[config.mk]
export PLATFORM = sky130hd
export DESIGN_NAME = memory_load_arbiter_flat
export DESIGN_NICKNAME = d
export VERILOG_FILES = /design/src/rtl/memory_load_arbiter_if.sv /design/src/rtl/memory_load_arbiter.sv /design/src/flat_wrapper.sv
export SDC_FILE = /design/constraint.sdc
export NUM_CORES = 1
export LEC_CHECK = 0
export BUFFER_PORTS_ARGS = -buffer_cell sky130_fd_sc_hd__buf_4
export CELL_PAD_IN_SITES_DETAIL_PLACEMENT = 1
export CELL_PAD_IN_SITES_GLOBAL_PLACEMENT = 1
export CORE_MARGIN = 2
export CORE_UTILIZATION = 26
export DETAILED_ROUTE_END_ITERATION = 10
export PLACE_DENSITY_LB_ADDON = 0.15
export SYNTH_ARGS = -nofsm -noshare
export SYNTH_HDL_FRONTEND = slang
export SYNTH_SLANG_ARGS = --single-unit
[constraint.sdc]
create_clock -name clk_i -period 2.2 [get_ports clk_i]
set_clock_uncertainty 0.2 [all_clocks]
set_input_delay 0.44 -clock clk_i [delete_from_list [all_inputs] [get_ports clk_i]]
set_output_delay 0.44 -clock clk_i [all_outputs]
set_load 0.05 [all_outputs]
[src/rtl/memory_load_arbiter_if.sv]
// Bundles the instruction/data load channels and the shared memory load port.
// The slave modport is the arbiter's view; the master modport is its environment.
interface memory_load_arbiter_if;
   logic        icache_request_i;
   logic [31:0] icache_address_i;
   logic        icache_lock_i;
   logic        icache_grant_o;
   logic [31:0] icache_data_o;
   logic        icache_valid_o;

   logic        dcache_request_i;
   logic [31:0] dcache_address_i;
   logic        dcache_lock_i;
   logic        dcache_grant_o;
   logic [31:0] dcache_data_o;
   logic        dcache_valid_o;

   logic        mem_request_o;
   logic [31:0] mem_address_o;
   logic [31:0] mem_data_i;
   logic        mem_valid_i;

   logic        timeout_o;

   modport slave (
      input  icache_request_i, icache_address_i, icache_lock_i,
      output icache_grant_o, icache_data_o, icache_valid_o,
      input  dcache_request_i, dcache_address_i, dcache_lock_i,
      output dcache_grant_o, dcache_data_o, dcache_valid_o,
      output mem_request_o, mem_address_o,
      input  mem_data_i, mem_valid_i,
      output timeout_o
   );

   modport master (
      output icache_request_i, icache_address_i, icache_lock_i,
      input  icache_grant_o, icache_data_o, icache_valid_o,
      output dcache_request_i, dcache_address_i, dcache_lock_i,
      input  dcache_grant_o, dcache_data_o, dcache_valid_o,
      input  mem_request_o, mem_address_o,
      output mem_data_i, mem_valid_i,
      input  timeout_o
   );
endinterface

[src/rtl/memory_load_arbiter.sv]
// Round-robin arbiter sharing one memory load port between icache refill and dcache loads,
// with line-refill locking and a watchdog that aborts a transaction memory never answers.
module memory_load_arbiter #(
   parameter int TIMEOUT = 256
) (
   input  logic                 clk_i,
   input  logic                 rst_i,
   memory_load_arbiter_if.slave bus
);
   localparam int   CW     = $clog2(TIMEOUT) + 1;
   localparam logic SIDE_D = 1'b1;

   typedef enum logic [1:0] {ST_IDLE, ST_ISSUE, ST_WAIT} state_t;

   state_t        state_reg;
   logic          owner_reg;
   logic          ptr_reg;
   logic          locked_reg;
   logic          timeout_reg;
   logic          mem_request_reg;
   logic [31:0]   mem_address_reg;
   logic [CW-1:0] count_reg;

   // Index 0 is the instruction side, index 1 the data side.
   logic [1:0]  request;
   logic [1:0]  lock;
   logic [1:0]  grant;
   logic [1:0]  valid;
   logic [31:0] address [2];
   logic [31:0] data [2];
   logic        keep_lock;
   logic        pick;
   logic        mem_done;
   logic        timeout_hit;

   assign request    = {bus.dcache_request_i, bus.icache_request_i};
   assign lock       = {bus.dcache_lock_i, bus.icache_lock_i};
   assign address[0] = bus.icache_address_i;
   assign address[1] = bus.dcache_address_i;

   // A held lock only survives while the owner keeps both request and lock up;
   // otherwise normal arbitration applies in the very same IDLE cycle.
   always_comb begin
      keep_lock = locked_reg & request[owner_reg] & lock[owner_reg];
      pick      = request[SIDE_D];
      if (keep_lock) begin
         pick = owner_reg;
      end else if (&request) begin
         pick = ptr_reg;
      end
   end

   assign mem_done    = (state_reg == ST_WAIT) & bus.mem_valid_i;
   assign timeout_hit = (state_reg == ST_WAIT) & ~bus.mem_valid_i & (count_reg == CW'(TIMEOUT));

   genvar gi;
   for (gi = 0; gi < 2; gi++) begin : g_side
      assign grant[gi] = (state_reg != ST_IDLE) && (owner_reg == 1'(gi));
      assign valid[gi] = (mem_done || timeout_hit) && (owner_reg == 1'(gi));
      assign data[gi]  = (mem_done && (owner_reg == 1'(gi))) ? bus.mem_data_i : 32'd0;
   end

   always_ff @(posedge clk_i) begin
      if (rst_i) begin
         state_reg       <= ST_IDLE;
         owner_reg       <= 1'b0;
         ptr_reg         <= SIDE_D;
         locked_reg      <= 1'b0;
         timeout_reg     <= 1'b0;
         mem_request_reg <= 1'b0;
         mem_address_reg <= 32'd0;
         count_reg       <= '0;
      end else begin
         mem_request_reg <= 1'b0;
         case (state_reg)
            ST_IDLE: begin
               locked_reg <= keep_lock;
               if (|request) begin
                  owner_reg       <= pick;
                  mem_address_reg <= address[pick];
                  mem_request_reg <= 1'b1;
                  state_reg       <= ST_ISSUE;
               end
            end
            ST_ISSUE: begin
               count_reg <= '0;
               state_reg <= ST_WAIT;
            end
            ST_WAIT: begin
               if (bus.mem_valid_i) begin
                  locked_reg <= lock[owner_reg];
                  if (!lock[owner_reg]) begin
                     ptr_reg <= ~owner_reg;
                  end
                  state_reg <= ST_IDLE;
               end else if (count_reg == CW'(TIMEOUT)) begin
                  locked_reg  <= 1'b0;
                  timeout_reg <= 1'b1;
                  state_reg   <= ST_IDLE;
               end else begin
                  count_reg <= count_reg + CW'(1);
               end
            end
            default: state_reg <= ST_IDLE;
         endcase
      end
   end

   assign bus.icache_grant_o = grant[0];
   assign bus.icache_valid_o = valid[0];
   assign bus.icache_data_o  = data[0];
   assign bus.dcache_grant_o = grant[1];
   assign bus.dcache_valid_o = valid[1];
   assign bus.dcache_data_o  = data[1];
   assign bus.mem_request_o  = mem_request_reg;
   assign bus.mem_address_o  = mem_address_reg;
   assign bus.timeout_o      = timeout_reg;
endmodule

[src/flat_wrapper.sv]
// flat-port wrapper written by rule: the top's interface ports become plain ports
module memory_load_arbiter_flat 
#(
   parameter int TIMEOUT = 256
)
  (clk_i, rst_i, bus_icache_request_i, bus_icache_address_i, bus_icache_lock_i, bus_icache_grant_o, bus_icache_data_o, bus_icache_valid_o, bus_dcache_request_i, bus_dcache_address_i, bus_dcache_lock_i, bus_dcache_grant_o, bus_dcache_data_o, bus_dcache_valid_o, bus_mem_request_o, bus_mem_address_o, bus_mem_data_i, bus_mem_valid_i, bus_timeout_o);
  memory_load_arbiter_if bus_i ();
  input  logic clk_i;
  input  logic rst_i;
  input wire logic [$bits(bus_i.icache_request_i)-1:0] bus_icache_request_i;
  input wire logic [$bits(bus_i.icache_address_i)-1:0] bus_icache_address_i;
  input wire logic [$bits(bus_i.icache_lock_i)-1:0] bus_icache_lock_i;
  output wire logic [$bits(bus_i.icache_grant_o)-1:0] bus_icache_grant_o;
  output wire logic [$bits(bus_i.icache_data_o)-1:0] bus_icache_data_o;
  output wire logic [$bits(bus_i.icache_valid_o)-1:0] bus_icache_valid_o;
  input wire logic [$bits(bus_i.dcache_request_i)-1:0] bus_dcache_request_i;
  input wire logic [$bits(bus_i.dcache_address_i)-1:0] bus_dcache_address_i;
  input wire logic [$bits(bus_i.dcache_lock_i)-1:0] bus_dcache_lock_i;
  output wire logic [$bits(bus_i.dcache_grant_o)-1:0] bus_dcache_grant_o;
  output wire logic [$bits(bus_i.dcache_data_o)-1:0] bus_dcache_data_o;
  output wire logic [$bits(bus_i.dcache_valid_o)-1:0] bus_dcache_valid_o;
  output wire logic [$bits(bus_i.mem_request_o)-1:0] bus_mem_request_o;
  output wire logic [$bits(bus_i.mem_address_o)-1:0] bus_mem_address_o;
  input wire logic [$bits(bus_i.mem_data_i)-1:0] bus_mem_data_i;
  input wire logic [$bits(bus_i.mem_valid_i)-1:0] bus_mem_valid_i;
  output wire logic [$bits(bus_i.timeout_o)-1:0] bus_timeout_o;
  assign bus_i.icache_request_i = bus_icache_request_i;
  assign bus_i.icache_address_i = bus_icache_address_i;
  assign bus_i.icache_lock_i = bus_icache_lock_i;
  assign bus_icache_grant_o = bus_i.icache_grant_o;
  assign bus_icache_data_o = bus_i.icache_data_o;
  assign bus_icache_valid_o = bus_i.icache_valid_o;
  assign bus_i.dcache_request_i = bus_dcache_request_i;
  assign bus_i.dcache_address_i = bus_dcache_address_i;
  assign bus_i.dcache_lock_i = bus_dcache_lock_i;
  assign bus_dcache_grant_o = bus_i.dcache_grant_o;
  assign bus_dcache_data_o = bus_i.dcache_data_o;
  assign bus_dcache_valid_o = bus_i.dcache_valid_o;
  assign bus_mem_request_o = bus_i.mem_request_o;
  assign bus_mem_address_o = bus_i.mem_address_o;
  assign bus_i.mem_data_i = bus_mem_data_i;
  assign bus_i.mem_valid_i = bus_mem_valid_i;
  assign bus_timeout_o = bus_i.timeout_o;
  memory_load_arbiter #(.TIMEOUT(TIMEOUT)) u_core (.clk_i(clk_i), .rst_i(rst_i), .bus(bus_i));
endmodule
# Word-level counts from Yosys, hierarchy flattened
# Cells that the tools add are included.
[word_totals] regBits=48 memories=0 output_inout_bits=102 ram_bits=0 wordCells=70 in_bits=103 rom_bits=0 latchBits=0
[op_classes] reduce_logical=20 n_mux=22 magnitude_cmp=2 mul=0 bitwise=10 add_sub_neg=1 shifts=0 n_eq_ne=7 n_div=0
[ops] op="32-bit 2-to-1 mux" count=5
[ops] op="9-bit 2-to-1 mux" count=2
[ops] op="9-bit case mux with 2 select lines" count=1
[ops] op="9-bit by 1-bit adder with 9-bit output (second input constant)" count=1
[ops] op="9-bit == test (second input constant)" count=1
[ops] op="1-bit 2-to-1 mux" count=9
[ops] op="3-bit AND reduction" count=3
[ops] op="2-bit AND reduction" count=4
[ops] op="1-bit logical AND" count=6
[ops] op="2-bit 2-to-1 mux" count=3
[ops] op="2-bit case mux with 3 select lines" count=1
[ops] op="2-bit nonzero test" count=3
[ops] op="1-bit AND" count=5
[ops] op="2-bit inequality test (second input constant)" count=2
[ops] op="1-bit NOT" count=4
[ops] op="2-bit OR reduction" count=2
[ops] op="3-bit inequality test (second input constant)" count=1
[ops] op="2-bit by 1-bit == test with 1-bit output (second input constant)" count=1
[ops] op="2-bit == test (second input constant)" count=1
[ops] op="2-bit greater-or-equal comparator (second input constant)" count=1
[ops] op="2-bit zero test" count=1
[ops] op="1-bit by 2-bit less-than comparator with 1-bit output (second input constant)" count=1
[ops] op="2-bit by 1-bit inequality test with 1-bit output (second input constant)" count=1
[ops] op="1-bit NOT with 2-bit output" count=1
[ops] op="2 further kinds" count=2

# Depth between registers and ports, before layout
# Gate-level depths: netlist (run 1).
[logic_depth] ltp_word=9 depth_mapped=6

# Worst setup path after synthesis (run 1)
# OpenSTA, ideal clock, no wires.
[synth_timing] path_kind="register -> output" start="register u_core.count_reg[0]" end="output port bus_dcache_valid_o" arrival_ns=1.849 required_ns=1.560 path_slack_ns=-0.289 stages_incl_launch_ff=7 cell_sequence="dfxtp_1 inv_1 ha_1 nor4b_1 and2_1 o21ai_0 nor2_1"
[synth_via] elab_chain_len=4
[synth_lines] element="start, declared" line="memory_load_arbiter.sv:22" source="logic [CW-1:0] count_reg;"
[synth_lines] element="start signal, assigned" line="memory_load_arbiter.sv:101" source="count_reg <= count_reg + CW'(1);"
[synth_lines] element="9-bit == test" line="memory_load_arbiter.sv:54" source="assign timeout_hit = (state_reg == ST_WAIT) & ~bus.mem_valid_i & (count_reg == CW'(TIMEOUT));"
[synth_lines] element="1-bit AND" line="memory_load_arbiter.sv:54"
[synth_lines] element="1-bit logical OR" line="memory_load_arbiter.sv:59" source="assign valid[gi] = (mem_done || timeout_hit) && (owner_reg == 1'(gi));"
[synth_lines] element="1-bit logical AND" line="memory_load_arbiter.sv:59"
[synth_lines] element="end, declared" line="flat_wrapper.sv:21" source="output wire logic [$bits(bus_i.dcache_valid_o)-1:0] bus_dcache_valid_o;"
# No other way between the ends.

# Worst setup path in the final report (run 1)
[layout_timing] start="register u_core.state_reg[0]" end="output port bus_dcache_data_o[29]"
[layout_via] elab_chain_len=4
[layout_lines] element="start, declared" line="memory_load_arbiter.sv:15" source="state_t state_reg;"
[layout_lines] element="start signal, assigned" line="memory_load_arbiter.sv:65" source="state_reg <= ST_IDLE;"
[layout_lines] element="start signal, assigned" line="memory_load_arbiter.sv:82" source="state_reg <= ST_ISSUE;"
[layout_lines] element="start signal, assigned" line="memory_load_arbiter.sv:87" source="state_reg <= ST_WAIT;"
[layout_lines] element="2-bit == test" line="memory_load_arbiter.sv:53" source="assign mem_done = (state_reg == ST_WAIT) & bus.mem_valid_i;"
[layout_lines] element="1-bit AND" line="memory_load_arbiter.sv:53"
[layout_lines] element="1-bit logical AND" line="memory_load_arbiter.sv:60" source="assign data[gi] = (mem_done && (owner_reg == 1'(gi))) ? bus.mem_data_i : 32'd0;"
[layout_lines] element="32-bit 2-to-1 mux" line="memory_load_arbiter.sv:60"
[layout_lines] element="end, declared" line="flat_wrapper.sv:20" source="output wire logic [$bits(bus_i.dcache_data_o)-1:0] bus_dcache_data_o;"
# No other way between the ends.

==> summary.txt, run 1 <==
Post-Synthesis Cells = 363
Initial DRT Pass Iterations = 4
Worst Hold End = u_core.bus.mem_address_o[26]$_SDFFE_PP0P_
Pleak = 2.32 nW
post-layout min period = 2240 ps
count of different cell masters after synthesis = 40
first-pass GRT wire length = 18.7 mm
metal2 WL = 6.25 mm
H-tree depth reported by CTS = 2
CP Capture Type = output port
gr usage total = 20.7%
Initial Utilization = 27.0%
sequential share of the synthesized area = 36.1%
WL met1 = 4.61 mm
TritonCTS Buffers = 5
via density per instance = 4.82
R2R Path End = u_core.count_reg[5]$_SDFFE_PP0P_
YS warnings = 0
Slew Limit Fails = 0
CP required = 1560 ps
routed via count = 3387
Primary FF master, synth = dfxtp_1
post-synth top area cell = dfxtp_1
fmax = 446 MHz
Yosys reg bits = 48
Initial DRC Count = 89
kind of critical path = flip-flop to output port
IO Pins = 205
WL per Instance = 16.6 um
top sig layer = met4
Die ar. = 11100 um2
DRC viols = 0
WL final = 11.7 mm
Area growth syn-to-layout = 86.2%
clock sinks = 48
EDFF count, synth = 0
largest cells by area after synthesis = dfxtp_1, and2_1, nand2_1
Rows = 36
CTS tree = yes
CTS clk-pin slew, worst paths = 100 ps
HP Class = primary input to flip-flop
worst path arrival time = 1600 ps
r2r startpoint = u_core.state_reg[1]$_SDFFE_PP0P_
Fin. Hold Viols = 0
outcome = finished with violations
Final WS setup = -44.5 ps
global route total overflow = 0
n_diodes = 0
Final period util = 102%
syn avg cell area = 7.32 um2
Clk Latency, worst-skew pair = 300 ps
post-route ant nets = 0
PD cells = 532 nW/um2
mapped cell area = 2660 um2
reg2reg path depth = 4
# hold bufs at CTS = 0
Synth async-reset ratio = 0%
total power = 0.00263 W
MaxCap Viol Count = 0
RSZ-0062 raised after global routing = true
Tightest Pin Transition = 374 ps
CP startpoint kind = flip-flop
Peak VDD IR = 300 uV
utilization after layout = 50.2%
worst-path fanout max = 20
synth cell count leaders = nand2_1, and2_1, dfxtp_1, o21ai_0, a31oi_1
Slew headroom = 74.8%
routability cong. = 0.801
Detailed Place HPWL = 8.58 mm
CTS max path bufs = 2
most frequent cell after synthesis = nand2_1
I/O Buffers = 204
initial antenna violation count = 0
WL met3 = 729 um
pin count of the biggest net entering global routing = 66
HP Start = bus_dcache_address_i[26]
vias in the first global route = 3661
die width = 105 um
syn_nets = 468
reg2reg setup slack = 290 ps
root buf cell = clkbuf_8
fill count = 1176
die height = 105 um
layout cells sized above 1 = 46.1%
Cells on Worst Hold Path = 3
Final #Nets = 674
max reg flops = 32
Setup Viol. Count Final = 39
failing checks = negative setup slack
Yosys top cell area share = 36.1%
core area = 9860 um2
metal layers:
metal	GRT usage [%]	up-vias
met5	0	-
met4	3.33	0
met3	6.24	6
met2	38.5	97
met1	23.6	1631
li1	-	1653
worst max path at each step:
stage | from | to | slack (ps) | cells past startpoint
detailed placement | u_core.count_reg[0]$_SDFFE_PP0P_ | bus_icache_valid_o | 20 | 7
CTS | u_core.count_reg[0]$_SDFFE_PP0P_ | bus_dcache_valid_o | -50 | 7
floorplan | u_core.count_reg[0]$_SDFFE_PP0P_ | bus_dcache_valid_o | -110 | 6
global route | u_core.state_reg[0]$_SDFFE_PP0P_ | bus_dcache_data_o[29] | -160 | 5
finish | u_core.state_reg[0]$_SDFFE_PP0P_ | bus_dcache_data_o[29] | -40 | 5
global placement | u_core.count_reg[0]$_SDFFE_PP0P_ | bus_icache_valid_o | 70 | 7
cell type report:
class / count / area (um2) / share of cell area (%)
clock inverter: 2 / 38.8 / 0.784
tap: 133 / 166 / 3.36
sequential: 48 / 967 / 19.5
clock buffer: 6 / 82.6 / 1.67
inverter: 7 / 26.3 / 0.531
timing repair buffer: 229 / 2030 / 41.1
multi-input combinational: 278 / 1630 / 33.0
timing repair:
action | in CTS | in global routing
setup buffers | 4 | 2
pin swaps | 2 | 2
endpoints found under the setup margin | 62 | 66
gates resized for setup | 80 | 18
per-stage QoR:
step	hold slack [ps]	std cells	setup TNS, ps	setup WS, ps	area, um2
after detailed placement	276	689	0	22.7	4430
after global routing	183	703	-7830	-159	4950
after CTS	183	701	-145	-48.3	4870
after global placement	257	689	0	74.0	4430
after floorplan	232	363	-211	-105	2660
final	190	703	-472	-44.5	4950
cell families after synthesis:
group | after synthesis | share of synthesized area (%)
buf+inv | 37 | 5.65
fa+ha+maj | 2 | 0.941
xor+xnor | 1 | 0.329
compound gates | 89 | 20.3
mux | 3 | 1.13
simple gates | 183 | 35.5
flops | 48 | 36.1
cells in the final DEF, fill, tap and decap left out, types with 2 or more instances in the layout:
cell type / count
dfxtp_2: 5
nor2_1: 8
inv_1: 5
and2_1: 60
nand2b_1: 3
nor4_1: 2
nor4b_4: 2
clkbuf_8: 6
and3_1: 4
buf_6: 64
mux2i_1: 3
buf_8: 5
buf_4: 157
a31oi_1: 35
inv_2: 2
or3_1: 2
nand3_1: 10
nor2_2: 4
nand2_1: 71
nor2b_1: 3
dfxtp_1: 43
and2_4: 7
nand4_1: 2
o21ai_0: 35
o41ai_1: 2
buf_12: 3
a21oi_1: 5
worst max-delay path, stage by stage (launching register included):
cell and delay (ps):
dfxtp_2 350, nand3b_1 230, nor2_2 180, buf_6 190, and2_1 170, buf_6 170
power breakdown:
| part | total, W | internal (W) | switching, W | leakage, nW |
|---|---|---|---|---|
| Sequential | 0.000995 | 0.000950 | 0.0000445 | 0.398 |
| Combinational | 0.000950 | 0.000356 | 0.000594 | 1.86 |
| Clock | 0.000690 | 0.000372 | 0.000318 | 0.0614 |
| Total | 0.00263 | 0.00168 | 0.000957 | 2.32 |
Power figures use the tool's default switching activity.
==> inputs of run 2 (changes only) <==
Settings changed: CAP_MARGIN set to 0, CORE_MARGIN 2 to 5.
==> summary.txt, run 2 (synthesis results as in run 1) <==
Combinational Power Share = 37.9% (+1.9 points)
worst path cell trace = nand3b_1 -> nor2_2 -> buf_12 -> and2_1 -> buf_6
routability cong. = 0.818 (+2.2%)
Initial DRT Pass Iterations = 4 (unchanged)
PD cells = 513 nW/um2 (-3.7%)
DRC viols = 0 (unchanged)
sequential share of power = 39.4% (+1.6 points)
Cells on Worst Hold Path = 3 (unchanged)
global route total overflow = 0 (unchanged)
CP required = 1560 ps (about the same)
placed insts = 695 (+0.87%)
Clk Latency, worst-skew pair = 310 ps (about the same)
Finished Layout Cells = 708 (+0.71%)
Peak VDD IR = 349 uV (+16%)
Rows = 37 (+2.8%)
WL per Instance = 17.4 um (+4.9%)
post-route ant nets = 0 (unchanged)
CP startpoint kind = flip-flop
reg2reg path depth = 8 (+4)
post-layout min period = 2240 ps (-6.47 ps)
failing checks = negative setup slack
CTS clk-pin slew, worst paths = 100 ps (about the same)
Top delay family on crit path = simple AND/OR/NAND/NOR gates
via density per instance = 4.81 (about the same)
Tightest Pin Transition = 551 ps (+177 ps)
Final #Nets = 676 (+0.30%)
r2r startpoint = u_core.count_reg[0]$_SDFFE_PP0P_
H-tree depth reported by CTS = 2 (unchanged)
R2R Path End = u_core.count_reg[5]$_SDFFE_PP0P_
CP Capture Type = output port
n_diodes = 0 (unchanged)
reg2reg setup slack = 280 ps (about the same)
worst path arrival time = 1600 ps (about the same)
Slew headroom = 62.8% (-12 points)
initial antenna violation count = 0 (unchanged)
Die ar. = 12300 um2 (+12%)
TritonCTS Buffers = 5 (unchanged)
routed via count = 3409 (+0.65%)
Fin. Hold Viols = 0 (unchanged)
Worst Hold End = u_core.bus.mem_address_o[21]$_SDFFE_PP0P_
# hold bufs at CTS = 0 (unchanged)
placed inst area = 4460 um2 (+0.59%)
total power = 0.00252 W (-4.3%)
RSZ-0062 raised after global routing = true
first-pass GRT wire length = 19.8 mm (+6.2%)
layout cells sized above 1 = 46.7% (+0.54 points)
clock sinks = 48 (unchanged)
Clock power frac = 22.7% (-3.5 points)
worst-path fanout max = 32 (+60%)
Area growth syn-to-layout = 85.0%
gr usage total = 19.4% (-1.4 points)
worst path buffer plus inverter count = 2 (unchanged)
commonest non-fill, non-tap cell in the layout = buf_4
die height = 111 um (+5.7%)
kind of critical path = flip-flop to output port
max reg flops = 32 (unchanged)
IO Pins = 205 (unchanged)
outcome = finished with violations
slowest CP cell = dfxtp_2
Final period util = 102% (-0.29 points)
MaxCap Viol Count = 0 (unchanged)
most frequent cells in the layout = buf_4, nand2_1, buf_6
HP Class = primary input to flip-flop
I/O Buffers = 204 (unchanged)
Final WS setup = -38.1 ps (+6.47 ps)
Initial Utilization = 26.2% (-0.73 points)
die width = 111 um (+5.7%)
CTS max path bufs = 2 (unchanged)
sw frac = 38.0% (+1.7 points)
Initial DRC Count = 106 (+19%)
pin count of the biggest net entering global routing = 43 (-35%)
Pleak = 2.30 nW (-0.57%)
WL final = 12.3 mm (+5.6%)
root buf cell = clkbuf_8
core area = 10100 um2 (+2.8%)
Setup Viol. Count Final = 61 (+56%)
fill count = 1238 (+5.3%)
largest stage delay on the critical path = 370 ps (+20 ps)
Internal = 0.00156 W (-6.9%)
fmax = 447 MHz (+0.29%)
CTS tree = yes
Slew Limit Fails = 0 (unchanged)
HP Start = bus_icache_address_i[21]
Detailed Place HPWL = 9.26 mm (+7.8%)
Design Area, Final = 4920 um2 (-0.63%)
P_sw = 0.000958 W (+0.15%)
vias in the first global route = 3670 (+0.25%)
-- run 2: routing by layer --
| metal | vias up | global-route usage [%] | share of wire (%) |
|---|---|---|---|
| li1 | 1651 | - | - |
| met4 | 0 | 4.87 | 1.6 |
| met1 | 1650 | 23.5 | 39 |
| met2 | 94 | 34.7 | 54 |
| met3 | 14 | 4.15 | 5.3 |
| met5 | - | 0 | 0 |
-- run 2: worst max-delay path by stage --
| stage | startpoint | to | cells past startpoint |
|---|---|---|---|
| 6_report | u_core.state_reg[0]$_SDFFE_PP0P_ | bus_icache_data_o[19] | 5 |
| 5_1_grt | u_core.state_reg[0]$_SDFFE_PP0P_ | bus_icache_data_o[19] | 5 |
| 4_1_cts | u_core.state_reg[0]$_SDFFE_PP0P_ | bus_icache_data_o[17] | 5 |
| 3_5_place_dp | u_core.count_reg[0]$_SDFFE_PP0P_ | bus_dcache_valid_o | 7 |
| 3_3_place_gp | u_core.count_reg[0]$_SDFFE_PP0P_ | bus_dcache_valid_o | 7 |
| 2_1_floorplan | u_core.count_reg[0]$_SDFFE_PP0P_ | bus_dcache_valid_o | 6 |
-- run 2: metrics by stage --
stage,TNS [ps],hold WS [ps],worst slack [ps],utilization (%)
floorplan,-211,232,-105,-
global route,-7750,182,-143,48.5
global placement,0,256,92.3,43.9
detailed placement,0,265,82.1,43.9
CTS,-1910,181,-79.1,48.2
finish,-775,192,-38.1,48.5
-- run 2: area by class of cell --
type	count	area [um2]	share of cell area (%)
flip-flops and latches	48	967	19.7
inverters	7	26.3	0.534
clock inverters	1	7.51	0.153
repair buffers	231	2020	41.1
well taps	136	170	3.46
multi-input cells	278	1640	33.4
clock buffers	7	86.3	1.76
-- run 2: tightest hold or removal path, cell delays in order --
cell     delay [ps]
buf_4           110
nand2_1          50
a31oi_1          70
-- run 2: power by group through the flow --
stage	logic (W)	clock network [W]	registers (W)
finish	0.000955	0.000571	0.000994
CTS	0.000960	0.000596	0.000995
global placement	0.000925	0	0.00101
detailed placement	0.000937	0	0.00101
global route	0.00102	0.000639	0.00101
floorplan	0.000289	0	0.00126
-- run 2: repair_timing --
action,in CTS,in global routing
setup endpoints to repair,66,66
pin swaps,4,2
resized for setup,84,9
setup buffers,4,1
